$ cat config.mk
export PLATFORM = sky130hd
export DESIGN_NAME = mandelbrot_stream
export DESIGN_NICKNAME = d
export VERILOG_FILES = /design/src/rtl/mandelbrot_stream.sv
export SDC_FILE = /design/constraint.sdc
export NUM_CORES = 1
export LEC_CHECK = 0
export BUFFER_PORTS_ARGS = -buffer_cell sky130_fd_sc_hd__buf_2
export CAP_MARGIN = 25
export CORE_ASPECT_RATIO = 0.8
export CORE_MARGIN = 8
export CORE_UTILIZATION = 57
export DETAILED_ROUTE_END_ITERATION = 16
export PLACE_DENSITY_LB_ADDON = 0.3
export SYNTH_ARGS = -nofsm -noshare
export SYNTH_HDL_FRONTEND = slang
export SYNTH_SLANG_ARGS = --single-unit
export TNS_END_PERCENT = 20
$ cat constraint.sdc
create_clock -name clk -period 2.34 [get_ports clk]
set_input_delay 0.468 -clock clk [delete_from_list [all_inputs] [get_ports clk]]
set_output_delay 0.468 -clock clk [all_outputs]
set_load 0.01 [all_outputs]
$ cat src/rtl/mandelbrot_stream.sv
// Paces the mandelbrot pixel engine one run at a time, packs two 4-bit results per byte
// into a small FIFO and streams the bytes out on valid/ready with a frame-last tag.
`timescale 1ns/1ps

module mandelbrot_stream_chk #(
   parameter int DEPTH = 4
) (
   input  logic clk_i,
   input  logic rst_n_i,
   input  logic push_i,
   input  logic full_i
);
   // Runs are only issued with a free slot, so a capture can never find the FIFO full.
   a_no_push_when_full: assert property (@(posedge clk_i) disable iff (!rst_n_i) !(push_i && full_i))
      else $error("push into full FIFO (DEPTH=%0d)", DEPTH);
endmodule

module mandelbrot_stream #(
   parameter int DEPTH = 4
) (
   input  logic       clk,
   input  logic       rst_n,
   input  logic       start,
   input  logic       stop,
   output logic       mb_run,
   input  logic       mb_running,
   input  logic [3:0] mb_ctr_out,
   input  logic       mb_finished,
   output logic [7:0] out_data,
   output logic       out_last,
   output logic       out_valid,
   input  logic       out_ready,
   output logic       busy,
   output logic       frame_done
);
   localparam int AW = (DEPTH > 1) ? $clog2(DEPTH) : 1;
   localparam int CW = $clog2(DEPTH + 1);
   localparam logic [CW-1:0] DEPTH_C = CW'(DEPTH);

   typedef enum logic [1:0] {
      IDLE  = 2'd0,
      ISSUE = 2'd1,
      WAIT  = 2'd2,
      DRAIN = 2'd3
   } state_t;

   state_t          state_q;
   logic            wait_first_q;
   logic            half_q;
   logic [3:0]      nib_q;
   logic            frame_done_q;
   logic [8:0]      mem_q [DEPTH];
   logic [AW-1:0]   wr_ptr_q;
   logic [AW-1:0]   rd_ptr_q;
   logic [CW-1:0]   count_q;
   logic [CW-1:0]   count_d;

   logic            capture_s;
   logic            push_s;
   logic [8:0]      push_word_s;
   logic            pop_s;
   logic [8:0]      head_s;

   assign mb_run     = (state_q == ISSUE) && (count_q < DEPTH_C) && !stop;
   assign busy       = (state_q != IDLE);
   assign frame_done = frame_done_q;
   assign out_valid  = (count_q != {CW{1'b0}});
   assign head_s     = mem_q[rd_ptr_q];
   assign out_data   = out_valid ? head_s[7:0] : 8'h00;
   assign out_last   = out_valid ? head_s[8] : 1'b0;
   assign pop_s      = out_valid && out_ready;

   // Capture decode: the first WAIT cycle always sees the engine running, so it is skipped.
   always_comb begin
      capture_s   = (state_q == WAIT) && !wait_first_q && !mb_running;
      push_s      = 1'b0;
      push_word_s = 9'h000;
      if (capture_s) begin
         push_s = half_q || mb_finished || stop;
         if (half_q) begin
            push_word_s = {mb_finished, mb_ctr_out, nib_q};
         end else begin
            push_word_s = {mb_finished, 4'h0, mb_ctr_out};
         end
      end else begin
         push_s      = 1'b0;
         push_word_s = 9'h000;
      end
   end

   // Frame sequencer: issue, wait for the result, pack, and end on last or stop.
   always_ff @(posedge clk or negedge rst_n) begin
      if (!rst_n) begin
         state_q      <= IDLE;
         wait_first_q <= 1'b0;
         half_q       <= 1'b0;
         nib_q        <= 4'h0;
         frame_done_q <= 1'b0;
      end else begin
         frame_done_q <= 1'b0;
         case (state_q)
            IDLE: begin
               half_q <= 1'b0;
               nib_q  <= 4'h0;
               if (start && !stop) state_q <= ISSUE;
               else                state_q <= IDLE;
            end
            ISSUE: begin
               if (stop) begin
                  state_q <= DRAIN;
               end else if (mb_run) begin
                  state_q      <= WAIT;
                  wait_first_q <= 1'b1;
               end else begin
                  state_q <= ISSUE;
               end
            end
            WAIT: begin
               wait_first_q <= 1'b0;
               if (capture_s) begin
                  if (!half_q) nib_q <= mb_ctr_out;
                  half_q <= !half_q && !push_s;
                  if (push_s && mb_finished) begin
                     frame_done_q <= 1'b1;
                     state_q      <= IDLE;
                  end else if (stop) begin
                     state_q <= DRAIN;
                  end else begin
                     state_q <= ISSUE;
                  end
               end else begin
                  state_q <= WAIT;
               end
            end
            DRAIN: begin
               if (count_q == {CW{1'b0}}) state_q <= IDLE;
               else                       state_q <= DRAIN;
            end
            default: state_q <= IDLE;
         endcase
      end
   end

   // Occupancy: simultaneous push and pop cancel out.
   always_comb begin
      count_d = count_q;
      case ({push_s, pop_s})
         2'b10:   count_d = count_q + 1'b1;
         2'b01:   count_d = count_q - 1'b1;
         default: count_d = count_q;
      endcase
   end

   // Byte FIFO storage and pointers; pointers wrap naturally since DEPTH is a power of two.
   always_ff @(posedge clk or negedge rst_n) begin
      if (!rst_n) begin
         for (int i = 0; i < DEPTH; i++) mem_q[i] <= 9'h000;
         wr_ptr_q <= {AW{1'b0}};
         rd_ptr_q <= {AW{1'b0}};
         count_q  <= {CW{1'b0}};
      end else begin
         if (push_s) begin
            mem_q[wr_ptr_q] <= push_word_s;
            wr_ptr_q        <= wr_ptr_q + 1'b1;
         end
         if (pop_s) rd_ptr_q <= rd_ptr_q + 1'b1;
         count_q <= count_d;
      end
   end

   mandelbrot_stream_chk #(.DEPTH(DEPTH)) u_chk (
      .clk_i   (clk),
      .rst_n_i (rst_n),
      .push_i  (push_s),
      .full_i  (count_q == DEPTH_C)
   );
endmodule

== Word-level counts from Yosys, hierarchy flattened ==
Index checks and enable logic that the tools add are counted.

* Register bits: 52
* Input port bits: 11
* Output and inout port bits: 13
* Logic and storage cells: 88

* Add/subtract/negate cells: 4
* Order comparisons: 4
* Equality and inequality tests: 9
* Mux-type cells: 31
* Bitwise operators: 2
* Reduce and logical (&&, ||, !) cells: 26

{| class="wikitable"
|+ Operators with widths
! cell !! number
|-
| bitwise mux 36 bit || 1
|-
| two-way mux 9 bit || 4
|-
| binary-select mux 9 bit (select 2 bit) || 1
|-
| demux 9 bit (select 2 bit) || 1
|-
| two-way mux 8 bit || 2
|-
| two-way mux 2 bit || 6
|-
| logical AND 1 bit || 9
|-
| two-way mux 1 bit || 9
|-
| two-way mux 4 bit || 2
|-
| inequality test 2 bit (second input constant) || 4
|-
| one-hot mux 2 bit (4 select lines) || 1
|-
| one-hot mux 4 bit (2 select lines) || 1
|-
| nonzero test 2 bit || 4
|-
| equality test 2 bit (second input constant) || 3
|-
| greater-or-equal comparator 3 bit (second input constant) || 2
|-
| NOT 2 -> 3 bit || 2
|-
| one-hot mux 3 bit (2 select lines) || 1
|-
| AND reduction 3 bit || 2
|-
| logical NOT 1 bit || 5
|-
| adder 2 x 1 -> 2 bit (second input constant) || 2
|-
| equality test 2 x 1 -> 1 bit (second input constant) || 2
|-
| one-hot mux 1 bit (2 select lines) || 2
|-
| adder 3 x 1 -> 3 bit (second input constant) || 1
|-
| logical NOT 3 bit || 1
|-
| 7 further kinds || 8
|}

== Depth between registers and ports, before layout ==
* Depth in word-level cells: 8
* Mapped depth: 10
* Mapped depth without buffers: 9

== Worst setup path before layout ==
Ideal clock, no wire load.

* Path kind: in2reg
* From: input port mb_running
* To: register count_q[2]
* Library setup time: 125 ps
* Arrival: 2031 ps
* Required time: 2215 ps
* Path slack: 183 ps
* Stages on the path: 10
* Path buffers: 1
* Path through: or4b_4 -> buf_6 -> a21oi_2 -> inv_1 -> ha_1 -> inv_1 -> fa_1 -> xor2_1 -> nor2_1 -> xor2_1

* Word-level cells in the longest chain between the ends: 5
* Elaborated cells on any way between the ends: 7
* Those cells by class: 2 x eq/ne; 2 x mux; 3 x reduce/logical

{| class="wikitable"
|+ Ends and longest elaborated chain
! what !! RTL line !! source
|-
| start, declared || 26 || <nowiki>input logic mb_running,</nowiki>
|-
| logical NOT 1 bit (*) || 75 || <nowiki>capture_s = (state_q == WAIT) && !wait_first_q && !mb_running;</nowiki>
|-
| logical AND 1 bit (*) || 75 ||
|-
| two-way mux 1 bit (*) || 78 || <nowiki>if (capture_s) begin</nowiki>
|-
| equality test 2 x 1 -> 1 bit / equality test 2 bit (equally long branches) || 147 || <nowiki>case ({push_s, pop_s})</nowiki>
|-
| one-hot mux 3 bit (2 select lines) / nonzero test 2 bit (equally long branches) || - ||
|-
| end signal, assigned || 160 || <nowiki>count_q <= {CW{1'b0}};</nowiki>
|-
| end signal, assigned || 167 || <nowiki>count_q <= count_d;</nowiki>
|-
| end, declared || 55 || <nowiki>logic [CW-1:0] count_q;</nowiki>
|}

Every way passes the cells marked *; elsewhere a longest branch is shown, timed or not.
A chain may end at the register's enable or synchronous reset.

== Final worst setup path ==
* From: register rd_ptr_q[0]
* To: output port out_last

* Word-level cells in the longest chain between the ends: 5

{| class="wikitable"
|+ Ends and longest elaborated chain
! what !! RTL line !! source
|-
| start, declared || 54 || <nowiki>logic [AW-1:0] rd_ptr_q;</nowiki>
|-
| start signal, assigned || 159 || <nowiki>rd_ptr_q <= {AW{1'b0}};</nowiki>
|-
| start signal, assigned || 166 || <nowiki>if (pop_s) rd_ptr_q <= rd_ptr_q + 1'b1;</nowiki>
|-
| NOT 2 -> 3 bit (implied by the code) || 68 || <nowiki>assign head_s = mem_q[rd_ptr_q];</nowiki>
|-
| binary-select mux 9 bit (select 2 bit) || 68 ||
|-
| two-way mux 9 bit (implied by the code) (2 in a row) || 68 ||
|-
| two-way mux 1 bit || 70 || <nowiki>assign out_last = out_valid ? head_s[8] : 1'b0;</nowiki>
|-
| end, declared || 30 || <nowiki>output logic out_last,</nowiki>
|}

Every way passes these cells. The select of a mux whose other input is x is not followed.

==> results.sh <==
export IMPL_grtUsageTotal_pct=17.9
export IMPL_std_cell_rows=21
export IMPL_grt_pass1_vias=1890
export IMPL_synth_top_cell_area_share_pct=51.3
export IMPL_post_drt_wl_per_cell_um=19.8
export IMPL_final_wtd_congestion=0.779
export IMPL_mappedNetlistArea_um2=2540
export IMPL_postSynthCellCount=205
export IMPL_synth_edf_count=0
export IMPL_synth_yosys_warnings=0
export IMPL_fp_dieH_um=75.7
export IMPL_num_io_pins=24
export IMPL_vdd_ir_drop_worst_uv=859
export IMPL_timing_critical_path_fanout_max=9
export IMPL_viasPerCell=6.05
export IMPL_powerDensity_nw_per_um2=1350
export IMPL_sequential_element_share_of_the_synthesized_area_pct=51.3
export IMPL_initial_core_util_pct=60.0
export IMPL_floorplan_core_area_um2=4230
export IMPL_num_fill_cells=336
export IMPL_die_width_um=90.6
export IMPL_register_area_um2=1300
export IMPL_rsz_0062_raised_after_global_routing="no"
export IMPL_design_final_nets=252
export IMPL_cts_inserted_buffers=5
export IMPL_clock_root_cell="clkbuf_8"
export IMPL_dieArea_um2=6860
export IMPL_synth_cells_most_frequent="dfrtp_1, o2bb2ai_1, a2bb2oi_1"
export IMPL_worst_ep_required_time_ps=1870
export IMPL_drive_gt1_share_pct=25.5
export IMPL_hold_class="in -> async"
export IMPL_layout_area_overhead_vs_synth_pct=11.7
export IMPL_path_class="reg -> out"
export IMPL_maxCapViolations=0
export IMPL_pre_cts_slack_ps=103
export IMPL_antenna_cells_inserted=0
export IMPL_cts_resized=0
export IMPL_max_transition_viols_final=0
export IMPL_multi_input_area_um2=1140
export IMPL_synth_async_reset_ratio_pct=100
export IMPL_route_antenna_remaining_nets=0
export IMPL_total_power_uw=3840
export IMPL_grt_first_pass_wirelength_mm=9.56
export IMPL_drc=0
export IMPL_synth_top_area_cell="dfrtp_1"
export IMPL_globalRoute_totalOverflow=0
export IMPL_clock_sinks=52
export IMPL_synthFlopType="dfrtp_1"
export IMPL_antenna_violations_before_repair=0
export IMPL_ctsHoldBuffers=0
export IMPL_post_synth_main_area_contributors="dfrtp_1, mux4_2, o2bb2ai_1, a2bb2oi_1, and2_1"
export IMPL_clock_tree_htree_level_count=2
export IMPL_dr_total_vias=1768
export IMPL_run_status="finished, final reports clean"
export IMPL_synthMostInstantiatedCell="dfrtp_1"
export IMPL_numPortBuffers=23
export IMPL_tightest_slew_ps=539
export IMPL_placed_cell_area_um2=2740
export IMPL_cts_tree="done"
export IMPL_postLayoutSetupSlackWorst_ps=119
export IMPL_drt_first_iter_violations=107
export IMPL_sequentialPowerShare_pct=41.5
export IMPL_fin_crit_sh_pct=94.9
export IMPL_synth_seq_cells=52
export IMPL_power_share_clock_pct=13.9
export IMPL_maxSlewHeadroom_pct=64.1
export IMPL_drt_total_wl_mm=5.78
export IMPL_clock_transition_time_at_the_flip_flop_clock_pins_of_the_worst_setup_and_hold_paths_ps=80
export IMPL_comb_power_share_pct=44.5
export IMPL_crit_path_start_kind="flop"
export IMPL_synth_distinct_cells=38
export IMPL_cts_repair_timing_setup_buffer_count=0
export IMPL_p_leak_uw=0.00129
export IMPL_finalHoldViolCount=0
export IMPL_grt_start_max_net_pins=23
export IMPL_fmax_mhz=450
export IMPL_syn_nets=222
export IMPL_clock_latency_ps=300
export IMPL_crit_arrival_ps=1750
export IMPL_period_needed_ps=2220
export IMPL_final_setup_skew_ps=10.7
export IMPL_final_setup_tns_ps=0
export IMPL_power_switching_share_pct=35.8
export IMPL_synth_area_per_cell_um2=12.4
export IMPL_drt_pass1_iter_count=4
export IMPL_clk_path_buf_depth=2
export IMPL_dpl_hpwl_mm=4.17
export IMPL_endpoint_kind="output port"
export IMPL_p_int_uw=2460
export IMPL_netSwitchingPower_uw=1370
export IMPL_setup_violations=0
export IMPL_stdcell_area_um2=2840
## worst max-delay path, stage by stage, from the launching register on
cell,delay [ps]
dfrtp_1,380
buf_4,250
mux4_2,530
and2_1,170
buf_2,130
## layout make-up
| class | count | area share (%) |
|---|---|---|
| sequential | 52 | 45.9 |
| multi-input combinational | 133 | 40.1 |
| timing repair buffer | 34 | 6.97 |
| clock buffer | 7 | 3.40 |
| tap | 57 | 2.51 |
| inverter | 9 | 1.19 |
## metal layers
layer | GRT usage (%) | vias to the layer above | wire length [um]
li1 | - | 822 | -
met1 | 22.9 | 881 | 2680
met2 | 30.2 | 56 | 2740
met3 | 3.54 | 9 | 299
met4 | 6.43 | 0 | 65
met5 | 0 | - | 0
## placed cells by master (no fill, tap or decap), types with 5 or more instances in the layout
cell type and instances:
o2bb2ai_1 17, o22ai_1 5, nand2_1 12, buf_2 23
clkbuf_8 7, inv_1 8, and2_1 14, buf_4 11
dfrtp_1 52, a21oi_1 5, nand3_1 6, ha_1 5
mux4_2 9, a2bb2oi_1 16, or2_2 5
## power by group through the flow
| stage | sequential, uW | combinational [uW] | clock (uW) |
|---|---|---|---|
| after global placement | 1580 | 1660 | 0 |
| after CTS | 1590 | 1730 | 546 |
| after detailed placement | 1600 | 1730 | 0 |
| after global routing | 1630 | 1900 | 572 |
| final | 1590 | 1710 | 534 |
| after floorplan | 1480 | 1330 | 0 |
## stage by stage
stage	utilization, %	hold WS [ps]	cells
after global routing	67.1	48.9	292
after global placement	64.8	355	285
after CTS	67.1	33.3	292
final	67.1	30.8	292
after detailed placement	64.8	356	285
after floorplan	-	172	205
## logic make-up after synthesis
family	synth area share, %
flops	51.3
buf+inv	3.99
mux	8.38
compound gates	18.5
fa+ha+maj	3.25
simple gates	12.6
xor+xnor	2.07
## state kept, by name, summed over array words and instances (netlist names)
signal / flops
nib_q: 4
half_q: 1
state_q: 2
wait_first_q: 1
rd_ptr_q: 2
count_q: 3
frame_done: 1
wr_ptr_q: 2
mem_q: 36
## path summary, 6_finish.rpt
path	startpoint	to	slack [ps]	depth (start not counted)
worst max register to register	wait_first_q$_DFFE_PN0P_	count_q[1]$_DFFE_PN0P_	200	7
worst min-delay path	rst_n	mem_q[4]$_DFFE_PN0P_	30	1
max in group asynchronous	rst_n	mem_q[10]$_DFFE_PN0P_	1730	2
min in group clk	mb_ctr_out[3]	nib_q[3]$_DFFE_PN0P_	440	2
worst max-delay path	rd_ptr_q[0]$_DFFE_PN0P_	out_last	120	4
worst min register to register	mem_q[15]$_DFFE_PN0P_	mem_q[15]$_DFFE_PN0P_	490	1
Note: power is estimated with default switching activity, not from simulation.
